--- src/rtl/vga_timing_gen_if.sv ---
// vga_timing_gen_if: raster timing bundle from the pixel-timing master to renderers and the monitor.
interface vga_timing_gen_if;
  logic [9:0] x;
  logic [9:0] y;
  logic       hsync;
  logic       vsync;
  logic       video_on;
  logic       p_tick;
  logic       frame_end;
  logic [7:0] frame_cnt;
  modport master (output x, y, hsync, vsync, video_on, p_tick, frame_end, frame_cnt);
  modport slave (input x, y, hsync, vsync, video_on, p_tick, frame_end, frame_cnt);
endinterface

--- src/rtl/vga_timing_gen.sv ---
// vga_timing_gen: free-running VGA raster counters with registered sync/blank decode.
// Define VGA_FRAME_CNT_EN to build the 8-bit frame counter; otherwise frame_cnt is tied to 0.
module vga_timing_gen #(
  parameter int H_VIS   = 640,
  parameter int H_FP    = 16,
  parameter int H_SYNC  = 96,
  parameter int H_BP    = 48,
  parameter int V_VIS   = 480,
  parameter int V_FP    = 10,
  parameter int V_SYNC  = 2,
  parameter int V_BP    = 33,
  parameter int CLK_DIV = 4
) (
  input logic clk,
  input logic rst_n,
  vga_timing_gen_if.master vga
);
  localparam int H_TOTAL = H_VIS + H_FP + H_SYNC + H_BP;
  localparam int V_TOTAL = V_VIS + V_FP + V_SYNC + V_BP;
  localparam int DW = CLK_DIV > 1 ? $clog2(CLK_DIV) : 1;
  localparam logic [DW-1:0] DIV_MAX = DW'(CLK_DIV - 1);
  localparam logic [9:0] H_MAX = 10'(H_TOTAL - 1);
  localparam logic [9:0] V_MAX = 10'(V_TOTAL - 1);
  localparam logic [9:0] HS_LO = 10'(H_VIS + H_FP);
  localparam logic [9:0] HS_HI = 10'(H_VIS + H_FP + H_SYNC - 1);
  localparam logic [9:0] VS_LO = 10'(V_VIS + V_FP);
  localparam logic [9:0] VS_HI = 10'(V_VIS + V_FP + V_SYNC - 1);
  localparam logic [9:0] H_END = 10'(H_VIS);
  localparam logic [9:0] V_END = 10'(V_VIS);
  logic [DW-1:0] div;
  logic [9:0] x, y, x_n, y_n;
  logic hsync, vsync, video_on, p_tick, x_wrap, frame_end;
  always_comb begin
    p_tick    = div == DIV_MAX;
    x_wrap    = p_tick && x == H_MAX;
    frame_end = x_wrap && y == V_MAX;
    x_n       = p_tick ? (x_wrap ? '0 : x + 10'd1) : x;
    y_n       = x_wrap ? (y == V_MAX ? '0 : y + 10'd1) : y;
  end
  // Decode from next-state counters so the registered flags line up with x/y.
  always_ff @(posedge clk or negedge rst_n)
    if (!rst_n) begin
      div      <= '0;
      x        <= '0;
      y        <= '0;
      hsync    <= 1'b1;
      vsync    <= 1'b1;
      video_on <= 1'b1;
    end else begin
      div      <= p_tick ? '0 : div + DW'(1);
      x        <= x_n;
      y        <= y_n;
      hsync    <= !(x_n >= HS_LO && x_n <= HS_HI);
      vsync    <= !(y_n >= VS_LO && y_n <= VS_HI);
      video_on <= x_n < H_END && y_n < V_END;
    end
`ifdef VGA_FRAME_CNT_EN
  logic [7:0] frame_cnt;
  always_ff @(posedge clk or negedge rst_n)
    if (!rst_n) frame_cnt <= '0;
    else if (frame_end) frame_cnt <= frame_cnt + 8'd1;
  assign vga.frame_cnt = frame_cnt;
`else
  assign vga.frame_cnt = '0;
`endif
  assign vga.x         = x;
  assign vga.y         = y;
  assign vga.hsync     = hsync;
  assign vga.vsync     = vsync;
  assign vga.video_on  = video_on;
  assign vga.p_tick    = p_tick;
  assign vga.frame_end = frame_end;
endmodule

--- src/flat_wrapper.sv ---
// flat-port wrapper written by rule: the top's interface ports become plain ports
module vga_timing_gen_flat 
#(
  parameter int H_VIS   = 640,
  parameter int H_FP    = 16,
  parameter int H_SYNC  = 96,
  parameter int H_BP    = 48,
  parameter int V_VIS   = 480,
  parameter int V_FP    = 10,
  parameter int V_SYNC  = 2,
  parameter int V_BP    = 33,
  parameter int CLK_DIV = 4
)
  (clk, rst_n, vga_x, vga_y, vga_hsync, vga_vsync, vga_video_on, vga_p_tick, vga_frame_end, vga_frame_cnt);
  vga_timing_gen_if vga_i ();
  input logic clk;
  input logic rst_n;
  output wire logic [$bits(vga_i.x)-1:0] vga_x;
  output wire logic [$bits(vga_i.y)-1:0] vga_y;
  output wire logic [$bits(vga_i.hsync)-1:0] vga_hsync;
  output wire logic [$bits(vga_i.vsync)-1:0] vga_vsync;
  output wire logic [$bits(vga_i.video_on)-1:0] vga_video_on;
  output wire logic [$bits(vga_i.p_tick)-1:0] vga_p_tick;
  output wire logic [$bits(vga_i.frame_end)-1:0] vga_frame_end;
  output wire logic [$bits(vga_i.frame_cnt)-1:0] vga_frame_cnt;
  assign vga_x = vga_i.x;
  assign vga_y = vga_i.y;
  assign vga_hsync = vga_i.hsync;
  assign vga_vsync = vga_i.vsync;
  assign vga_video_on = vga_i.video_on;
  assign vga_p_tick = vga_i.p_tick;
  assign vga_frame_end = vga_i.frame_end;
  assign vga_frame_cnt = vga_i.frame_cnt;
  vga_timing_gen #(.H_VIS(H_VIS), .H_FP(H_FP), .H_SYNC(H_SYNC), .H_BP(H_BP), .V_VIS(V_VIS), .V_FP(V_FP), .V_SYNC(V_SYNC), .V_BP(V_BP), .CLK_DIV(CLK_DIV)) u_core (.clk(clk), .rst_n(rst_n), .vga(vga_i));
endmodule
--- config.mk ---
export PLATFORM = sky130hd
export DESIGN_NAME = vga_timing_gen_flat
export DESIGN_NICKNAME = d
export VERILOG_FILES = /design/src/rtl/vga_timing_gen_if.sv /design/src/rtl/vga_timing_gen.sv /design/src/flat_wrapper.sv
export SDC_FILE = /design/constraint.sdc
export NUM_CORES = 1
export LEC_CHECK = 0
export BUFFER_PORTS_ARGS = -buffer_cell sky130_fd_sc_hd__buf_2
export CORE_ASPECT_RATIO = 0.7
export CORE_MARGIN = 5
export CORE_UTILIZATION = 48
export DETAILED_ROUTE_END_ITERATION = 8
export PLACE_DENSITY = 0.85
export SLEW_MARGIN = 20
export SYNTH_ARGS = -nofsm -noshare
export SYNTH_HDL_FRONTEND = slang
export SYNTH_SLANG_ARGS = --single-unit
--- constraint.sdc ---
create_clock -name clk -period 2.7 [get_ports clk]
set_input_delay 0.27 -clock clk [delete_from_list [all_inputs] [get_ports clk]]
set_output_delay 0.27 -clock clk [all_outputs]
set_load 0.02 [all_outputs]
==> results of run 1 <==
## cells in the final DEF (no fill, tap or decap), types with 2 or more instances in the layout
master and instances:
a211oi_1 2, and4_1 3, buf_2 26, clkbuf_8 3, conb_1 8, dfrtp_1 22
dfstp_2 3, ha_1 4, inv_1 7, nand2_1 18, nand3_1 7, nand4_1 7
nand4b_1 3, nor2_1 9, nor3_1 6, nor4_1 2, nor4b_1 2, o21ai_0 10
or2_2 2, or3_1 2, xnor2_1 6, xor2_1 2
## final cells by class
class / instances / area [sq um] / area share [%]
well taps: 36 / 45.0 / 2.80
inverters: 7 / 26.3 / 1.63
clock buffers: 4 / 45.0 / 2.80
repair buffers: 27 / 140 / 8.71
flip-flops and latches: 25 / 629 / 39.1
multi-input cells: 112 / 723 / 44.9
## kinds of logic (layout without fill, tap and decap cells)
kind of cell	Yosys count	after routing	share of synthesized area (%)
AND/OR/NAND/NOR	69	69	28.2
flip-flops	25	25	43.3
buffers and inverters	22	38	8.78
AO/OA/AOI/OAI	21	21	9.72
XOR/XNOR	8	8	4.82
adder cells (fa/ha/maj)	4	4	3.44
multiplexers	2	2	1.46
other	1	8	0.258
## per-stage QoR
step / utilization, % / setup WS [ns]
3_5_place_dp: 54.7 / 0.451
6_report: 56.6 / 0.392
2_1_floorplan: - / 0.552
4_1_cts: 56.6 / 0.427
5_1_grt: 56.6 / 0.182
3_3_place_gp: 54.7 / 0.547
## layer usage
layer | GRT usage, % | vias to the layer above
li1 | - | 574
met1 | 26.0 | 562
met2 | 20.1 | 54
met5 | 0 | -
met3 | 4.69 | 3
met4 | 4.99 | 0
## synth_stat cells, drive strengths merged, types with 3 or more instances
library cell  count
a211oi            3
and4              3
buf              11
clkbuf            4
dfrtp            22
dfstp             3
ha                4
inv               7
nand2            18
nand3             7
nand4             7
nand4b            4
nor2              9
nor3              6
o21ai            10
xnor2             6
## how the worst max path moves through the flow
| stage | start | to | slack (ns) | cells after the start |
|---|---|---|---|---|
| 3_3_place_gp | u_core.div[0] | u_core.vga.vsync | 0.55 | 6 |
| 6_report | u_core.div[0] | u_core.vga.video_on | 0.39 | 6 |
| 2_1_floorplan | u_core.div[0] | u_core.vga.vsync | 0.55 | 8 |
| 5_1_grt | u_core.div[0] | u_core.vga.video_on | 0.18 | 6 |
| 4_1_cts | u_core.div[0] | u_core.vga.video_on | 0.43 | 6 |
| 3_5_place_dp | u_core.div[0] | u_core.vga.video_on | 0.45 | 6 |
## power breakdown
part	internal [mW]	switching (mW)
clock network	0.106	0.117
logic	0.00146	0.0169
registers	0.374	0
total	0.481	0.134
## worst reg2reg max path: stages (launching register included)
cell and delay [ns]:
dfrtp_1 0.35, ha_1 0.34, and4_1 0.38, nand4b_1 0.42, o21ai_0 0.36, a211oi_1 0.14
a211oi_1 0.23
## flip-flops by register name (all words and copies together), names as in the netlist
register,flops
u_core.vga.x,10
u_core.vga.y,10
u_core.div,2
u_core.vga.hsync,1
u_core.vga.video_on,1
u_core.vga.vsync,1
==> flow_metrics.py, run 1 <==
metrics = {
    "final_layout": {
        "stdcell_area_sq_um": 1610,
        "final_nets": 182,
        "antenna_cells": 0,
        "drive_gt1_share_pct": 22.3,
        "fillers": 280,
        "syn_to_final_growth_pct": 10.7,
        "final_cells": 211,
    },
    "setup_path": {
        "critical-path-top-delay-family": "simple AND/OR/NAND/NOR gates",
        "worst_setup_path_start_kind": "register",
        "worstReg2RegStart": "u_core.div[0]",
        "slowest_delay_ns": 0.42,
        "critPathRequiredTime_ns": 2.89,
        "critPathSlowestCell": "nand4b_1",
        "critPathBufInv": 0,
        "arrival_ns": 2.50,
        "cp_cell_sequence": "ha_1, and4_1, nand4b_1, o21ai_0, a211oi_1, a211oi_1",
        "cp_common_cell": "a211oi_1",
        "regToRegEndpoint": "u_core.vga.video_on",
        "end_kind": "register",
        "crit_type": "register to register",
        "r2r_cells": 6,
        "cp_max_fo": 11,
        "r2r_slack_ns": 0.39,
    },
    "drt": {
        "dr_wl_met2_microns": 1290,
        "ant_nets": 0,
        "drt-initial-drc-count": 87,
        "vias_per_cell": 5.65,
        "wl_met1_microns": 1600,
        "top_layer_used": "met4",
        "dr.pass1.iters": 4,
        "drcViolationCount": 0,
        "route.met3.wl_microns": 292,
        "vias": 1193,
        "wl_per_cell_microns": 15.2,
        "wl_microns": 3210,
    },
    "sta": {
        "whs_ns": 0.424,
        "skew_ns": 0.00371,
        "rsz0062_at_grt": "false",
        "max_freq_mhz": 433,
        "min_period_over_period_pct": 85.5,
        "slew_headroom_pct": 64.2,
        "worst_pin_slew_ns": 0.536,
        "finalHoldViolations": 0,
        "setup_viol": 0,
        "min_period_ns": 2.31,
        "finalSetupTns_ns": 0,
        "drv_slew": 0,
    },
    "logic_synthesis": {
        "syn_area_sq_um": 1450,
        "synth_warnings": 0,
        "synth_area_leaders": "dfrtp_1 (38%), dfstp_2 (5.4%), buf_4 (5.2%)",
        "seq_area_frac_synth_pct": 43.3,
        "synth_top_area_share_pct": 37.9,
        "synth_edf_count": 0,
        "yosysTopAreaCell": "dfrtp_1",
        "synth_flop_cell": "dfrtp_1",
        "synthCells": 152,
        "ys_seq_elements": 25,
        "async_flop_share_pct": 100,
        "synth_cell_types": 42,
        "postSynthAreaPerCell_sq_um": 9.57,
    },
    "pwr": {
        "power_mw": 0.616,
        "power_leakage_nw": 0.777,
        "ir_drop_v": 0.000377,
        "power_density_nw_per_um2": 383,
    },
    "floorplan": {
        "core_area_sq_um": 2840,
        "die_w_microns": 75.8,
        "die_y_microns": 56.0,
        "die_area_sq_um": 4250,
        "row_count": 16,
        "pin_count": 35,
        "initial_core_util_pct": 51.1,
    },
    "hold_path": {
        "holdPathEnd": "u_core.div[0]",
        "worstHoldStart": "u_core.div[0]",
        "min_path_type": "register to register",
        "min_path_cells": 1,
    },
    "placed_design": {
        "dpl.hpwl_microns": 2420,
        "place.gp.congestion": 0.866,
        "placed_cells": 206,
        "io_buffers": 26,
        "placed_cell_area_sq_um": 1550,
    },
    "cts": {
        "clock-sinks": 25,
        "htree_levels": 1,
        "cts_setup_buffers": 0,
        "hold_buffers": 1,
        "ctsLongestPathBuffers": 2,
        "clk-insertion-delay-late_ns": 0.27,
        "root_buffer": "clkbuf_8",
        "cts_tree": "yes",
        "numCtsBuffers": 3,
        "cts_resized": 0,
        "clk_pin_slew_ns": 0.08,
    },
    "grt": {
        "antenna_found_initial": 0,
        "grt.total_usage_pct": 16.2,
        "grt_max_degree": 26,
        "grt_pass1_vias": 1042,
        "grt_overflow": 0,
        "grt_pass1_wl_microns": 5230,
    },
    "flow_run": {
        "drv_cap": 0,
    },
    "status": {
        "status": "completed",
    },
}
No activity file was read; power rests on OpenSTA's default activity.
==> run 2, diff against run 1 <==
- CTS_BUF_LIST: not set -> sky130_fd_sc_hd__clkbuf_2
==> run 2 against run 1 <==
Highest routed layer unchanged; largest power group unchanged; via count grew 1.1%; critical path type unchanged; design area shrank 1.6%; sequential power is essentially flat.
==> flow_metrics.py, run 2 (synthesized netlist as in run 1, its figures left out) <==
metrics = {
    "status": {
        "status": "completed",
    },
    "setup_path": {
        "crit_type": "register to register",
        "arrival_ns": 2.63,
        "end_kind": "register",
        "cp_max_fo": 11,
        "worst_setup_path_start_kind": "register",
        "critPathRequiredTime_ns": 2.99,
    },
    "pwr": {
        "power_leakage_nw": 0.771,
        "switching_share_pct": 23.4,
        "pwr-share-clk_pct": 27.5,
        "ir_drop_v": 0.000248,
        "p_sw_mw": 0.127,
        "internal-power_mw": 0.416,
        "power_frac_comb_pct": 3.4,
        "power_density_nw_per_um2": 343,
        "power.share.sequential_pct": 69.1,
    },
    "cts": {
        "cts_resized": 0,
        "cts_tree": "yes",
        "numCtsBuffers": 3,
        "htree_levels": 1,
        "clk_pin_slew_ns": 0.22,
        "clk-insertion-delay-late_ns": 0.35,
        "ctsLongestPathBuffers": 2,
        "clock-sinks": 25,
        "root_buffer": "clkbuf_2",
    },
    "sta": {
        "finalSetupTns_ns": 0,
        "rsz0062_at_grt": "false",
        "max_freq_mhz": 426,
        "finalHoldViolations": 0,
        "min_period_ns": 2.34,
        "worst_pin_slew_ns": 0.548,
        "min_period_over_period_pct": 86.8,
        "setup_viol": 0,
        "drv_slew": 0,
        "skew_ns": 0.00376,
        "slew_headroom_pct": 63.5,
    },
    "final_layout": {
        "antenna_cells": 0,
        "syn_to_final_growth_pct": 8.95,
        "final_nets": 182,
        "drive_gt1_share_pct": 22.9,
        "postLayoutCoreUtil_pct": 55.7,
        "top_regs": "u_core.vga.x (10), u_core.vga.y (10), u_core.div (2)",
        "final_cell_mix": "buf_2 (26), dfrtp_1 (22), nand2_1 (18)",
        "final_common_cell": "buf_2",
    },
    "hold_path": {
        "min_path_type": "input pin to async pin",
    },
    "floorplan": {
        "initial_core_util_pct": 51.1,
        "row_count": 16,
        "die_area_sq_um": 4250,
        "pin_count": 35,
        "die_w_microns": 75.8,
        "core_area_sq_um": 2840,
        "die_y_microns": 56.0,
    },
    "grt": {
        "antenna_found_initial": 0,
        "grt_pass1_vias": 1052,
        "grt_overflow": 0,
        "grt_max_degree": 26,
        "grt.total_usage_pct": 15.8,
        "grt_pass1_wl_microns": 5200,
    },
    "placed_design": {
        "place.gp.congestion": 0.866,
        "dpl.hpwl_microns": 2420,
        "io_buffers": 26,
    },
    "drt": {
        "ant_nets": 0,
        "wl_per_cell_microns": 15.3,
        "vias": 1206,
        "wl_microns": 3220,
        "dr.pass1.iters": 4,
        "drt-initial-drc-count": 112,
        "drcViolationCount": 0,
        "vias_per_cell": 5.72,
    },
    "flow_run": {
        "drv_cap": 0,
    },
}
==> run 2: cell counts in the layout (fill, tap and decap cells not counted) <==
Identical to the previous run, type by type.
==> run 2: cell type report <==
cell class                      instances  area (sq um)
Timing Repair Buffer                   27           140
Sequential cell                        25           629
Tap cell                               36          45.0
Clock buffer                            4          20.0
Inverter                                7          26.3
Multi-Input combinational cell        112           723
Fill cell                             282          1260
==> run 2: worst paths after layout <==
kind,startpoint,endpoint,slack [ns],cells after the start
hold / removal,rst_n,u_core.div[1],0.39,2
min in group clk,u_core.div[0],u_core.div[0],0.44,1
setup reg to reg,u_core.div[0],u_core.vga.video_on,0.36,6
max in group asynchronous,rst_n,u_core.vga.vsync,1.93,2
hold reg to reg,u_core.div[0],u_core.div[0],0.44,1
setup / recovery,u_core.div[0],u_core.vga.video_on,0.36,6
==> run 2: metrics by stage <==
stage          instance area (sq um)  cells  power, mW  worst slack (ns)  hold WS [ns]
3_5_place_dp                    1550    206      0.399             0.451         0.297
4_1_cts                         1580    211      0.550             0.392         0.400
6_report                        1580    211      0.543             0.355         0.392
3_3_place_gp                    1550    206      0.399             0.547         0.280
2_1_floorplan                   1480    159      0.400             0.552       -0.0256
5_1_grt                         1580    211      0.567             0.150         0.438
==> run 2: power by group through the flow <==
stage	combinational, mW	sequential [mW]	clock [mW]
after floorplan	0.0185	0.382	0
after global placement	0.0174	0.382	0
after detailed placement	0.0179	0.382	0
after CTS	0.0188	0.376	0.156
after global routing	0.0216	0.376	0.169
final	0.0185	0.375	0.149
==> run 2: worst max-delay path: stages, from the launching register on <==
cell and delay, ns:
dfrtp_1 0.40, ha_1 0.34, and4_1 0.38, nand4b_1 0.43, o21ai_0 0.36, a211oi_1 0.14, a211oi_1 0.23
==> run 2: per-layer routing <==
layer | vias up | share of wire, % | track usage, % | wire, microns
met5 | - | 0 | 0 | 0
met1 | 560 | 50 | 25.7 | 1620
met3 | 8 | 9.6 | 4.69 | 310
li1 | 574 | - | - | -
met4 | 0 | 0.99 | 2.74 | 32
met2 | 64 | 39 | 20.4 | 1270
==> run 2: timing repair <==
item | in CTS | in global routing
endpoints found under the setup margin | 0 | 0
buffers inserted | 0 | 0
hold buffers | 1 | 0
endpoints found under the hold margin | 22 | 0
==> run 3, diff against run 2 <==
- clock period: 2.7 -> 2.58 ns (I/O delays scaled with it)
==> run 3 against run 2 <==
Via count grew 2.8%; die area is the same; global-route usage grew 1.2 points; first-iteration DRC count shrank 32%; critical path type is now register to primary output; non-clock buffer count grew 1; setup slack lost 0.0043 ns; largest cell class unchanged; clock power grew 8%; critical path depth shrank 1; highest routed layer unchanged; sequential cell count is the same; clock skew grew 0.028 ns.
==> flow_metrics.py, run 3 (synthesized netlist as in run 1, its figures left out) <==
metrics = {
    "drt": {
        "ant_nets": 0,
        "wl_per_cell_microns": 15.8,
        "dr.pass1.iters": 4,
        "vias_per_cell": 5.85,
        "wl_microns": 3350,
        "vias": 1240,
        "drt-initial-drc-count": 76,
        "drcViolationCount": 0,
    },
    "pwr": {
        "internal-power_mw": 0.431,
        "switching_share_pct": 24.9,
        "pwr-share-clk_pct": 28.0,
        "power_frac_comb_pct": 3.4,
        "power_leakage_nw": 0.771,
        "power.share.sequential_pct": 68.5,
        "p_sw_mw": 0.143,
        "power_density_nw_per_um2": 360,
        "ir_drop_v": 0.000276,
    },
    "cts": {
        "root_buffer": "clkbuf_2",
        "numCtsBuffers": 3,
        "ctsLongestPathBuffers": 2,
        "cts_tree": "yes",
        "htree_levels": 1,
        "clock-sinks": 25,
        "clk-insertion-delay-late_ns": 0.37,
        "clk_pin_slew_ns": 0.26,
        "cts_setup_buffers": 0,
    },
    "setup_path": {
        "worst_setup_path_start_kind": "register",
        "end_kind": "primary output",
        "arrival_ns": 1.97,
        "cp_max_fo": 11,
        "crit_type": "register to primary output",
        "critPathRequiredTime_ns": 2.32,
    },
    "placed_design": {
        "place.gp.congestion": 0.893,
        "placed_cells": 207,
        "io_buffers": 26,
        "dpl.hpwl_microns": 2510,
    },
    "grt": {
        "grt_pass1_vias": 1173,
        "antenna_found_initial": 0,
        "grt.total_usage_pct": 17.0,
        "grt_max_degree": 26,
        "grt_pass1_wl_microns": 5710,
        "grt_overflow": 0,
    },
    "sta": {
        "rsz0062_at_grt": "false",
        "min_period_ns": 2.23,
        "setup_viol": 0,
        "worst_pin_slew_ns": 0.563,
        "finalSetupTns_ns": 0,
        "max_freq_mhz": 449,
        "skew_ns": 0.0318,
        "drv_slew": 0,
        "slew_headroom_pct": 61.9,
        "finalHoldViolations": 0,
        "min_period_over_period_pct": 86.4,
    },
    "final_layout": {
        "final_nets": 183,
        "postLayoutCoreUtil_pct": 56.1,
        "drive_gt1_share_pct": 23.3,
        "final_common_cell": "buf_2",
        "fillers": 253,
        "final_cells": 212,
        "syn_to_final_growth_pct": 9.64,
        "top_regs": "u_core.vga.x (10), u_core.vga.y (10), u_core.div (2)",
        "final_cell_mix": "buf_2 (26), dfrtp_1 (22), nand2_1 (18)",
        "antenna_cells": 0,
    },
    "floorplan": {
        "pin_count": 35,
        "initial_core_util_pct": 51.1,
        "die_area_sq_um": 4250,
        "die_y_microns": 56.0,
        "die_w_microns": 75.8,
        "row_count": 16,
        "core_area_sq_um": 2840,
    },
    "status": {
        "status": "completed",
    },
    "hold_path": {
        "min_path_type": "input pin to async pin",
    },
    "flow_run": {
        "drv_cap": 0,
    },
}
==> run 3: layer usage <==
| layer | GRT usage, % | wire length (microns) |
|---|---|---|
| met4 | 2.24 | 36 |
| met2 | 22.8 | 1400 |
| met5 | 0 | 0 |
| met1 | 26.0 | 1600 |
| met3 | 6.68 | 310 |
==> run 3: final timing paths <==
kind                                from               end  slack, ns  cells after the start
max                        u_core.div[0]     vga_frame_end       0.35                      5
min                                rst_n   u_core.vga.x[3]       0.36                      2
max reg2reg                u_core.div[0]  u_core.vga.vsync       0.36                      6
min reg2reg                u_core.div[0]     u_core.div[0]       0.44                      1
max in group asynchronous          rst_n   u_core.vga.x[2]       1.82                      2
min in group clk           u_core.div[0]     u_core.div[0]       0.44                      1
==> run 3: cell type report <==
class	count	area (sq um)	area share, %
inverter	7	26.3	1.65
timing repair buffer	28	148	9.26
sequential	25	629	39.5
multi-input combinational	112	723	45.4
clock inverter	1	7.51	0.471
clock buffer	3	15.0	0.942
tap	36	45.0	2.83
==> run 3: per-stage QoR <==
stage	hold WS [ns]	power [mW]	setup slack, ns	instance area (sq um)
2_1_floorplan	-0.0376	0.419	0.432	1480
3_3_place_gp	0.262	0.417	0.427	1560
3_5_place_dp	0.284	0.418	0.343	1560
4_1_cts	0.376	0.578	0.336	1590
5_1_grt	0.376	0.605	0.119	1590
6_report	0.359	0.574	0.351	1590
==> run 3: worst max-delay path, cell delays in order, from the launching register on <==
cell and delay [ns]:
dfrtp_1 0.40, ha_1 0.35, and4_1 0.38, nand4b_4 0.16, nor2_1 0.15, buf_2 0.19
==> run 3: what timing repair did <==
action                    4_1_cts  5_1_grt
hold buffers                    1        0
hold endpoints to repair       22        0
gates resized for setup         0        0
==> run 3: power by group through the flow <==
stage          Combinational, mW  Clock [mW]  Sequential, mW
6_report                  0.0196       0.161           0.393
5_1_grt                   0.0219       0.190           0.394
4_1_cts                   0.0197       0.165           0.393
3_5_place_dp              0.0187           0           0.399
3_3_place_gp              0.0180           0           0.399
2_1_floorplan             0.0194           0           0.399
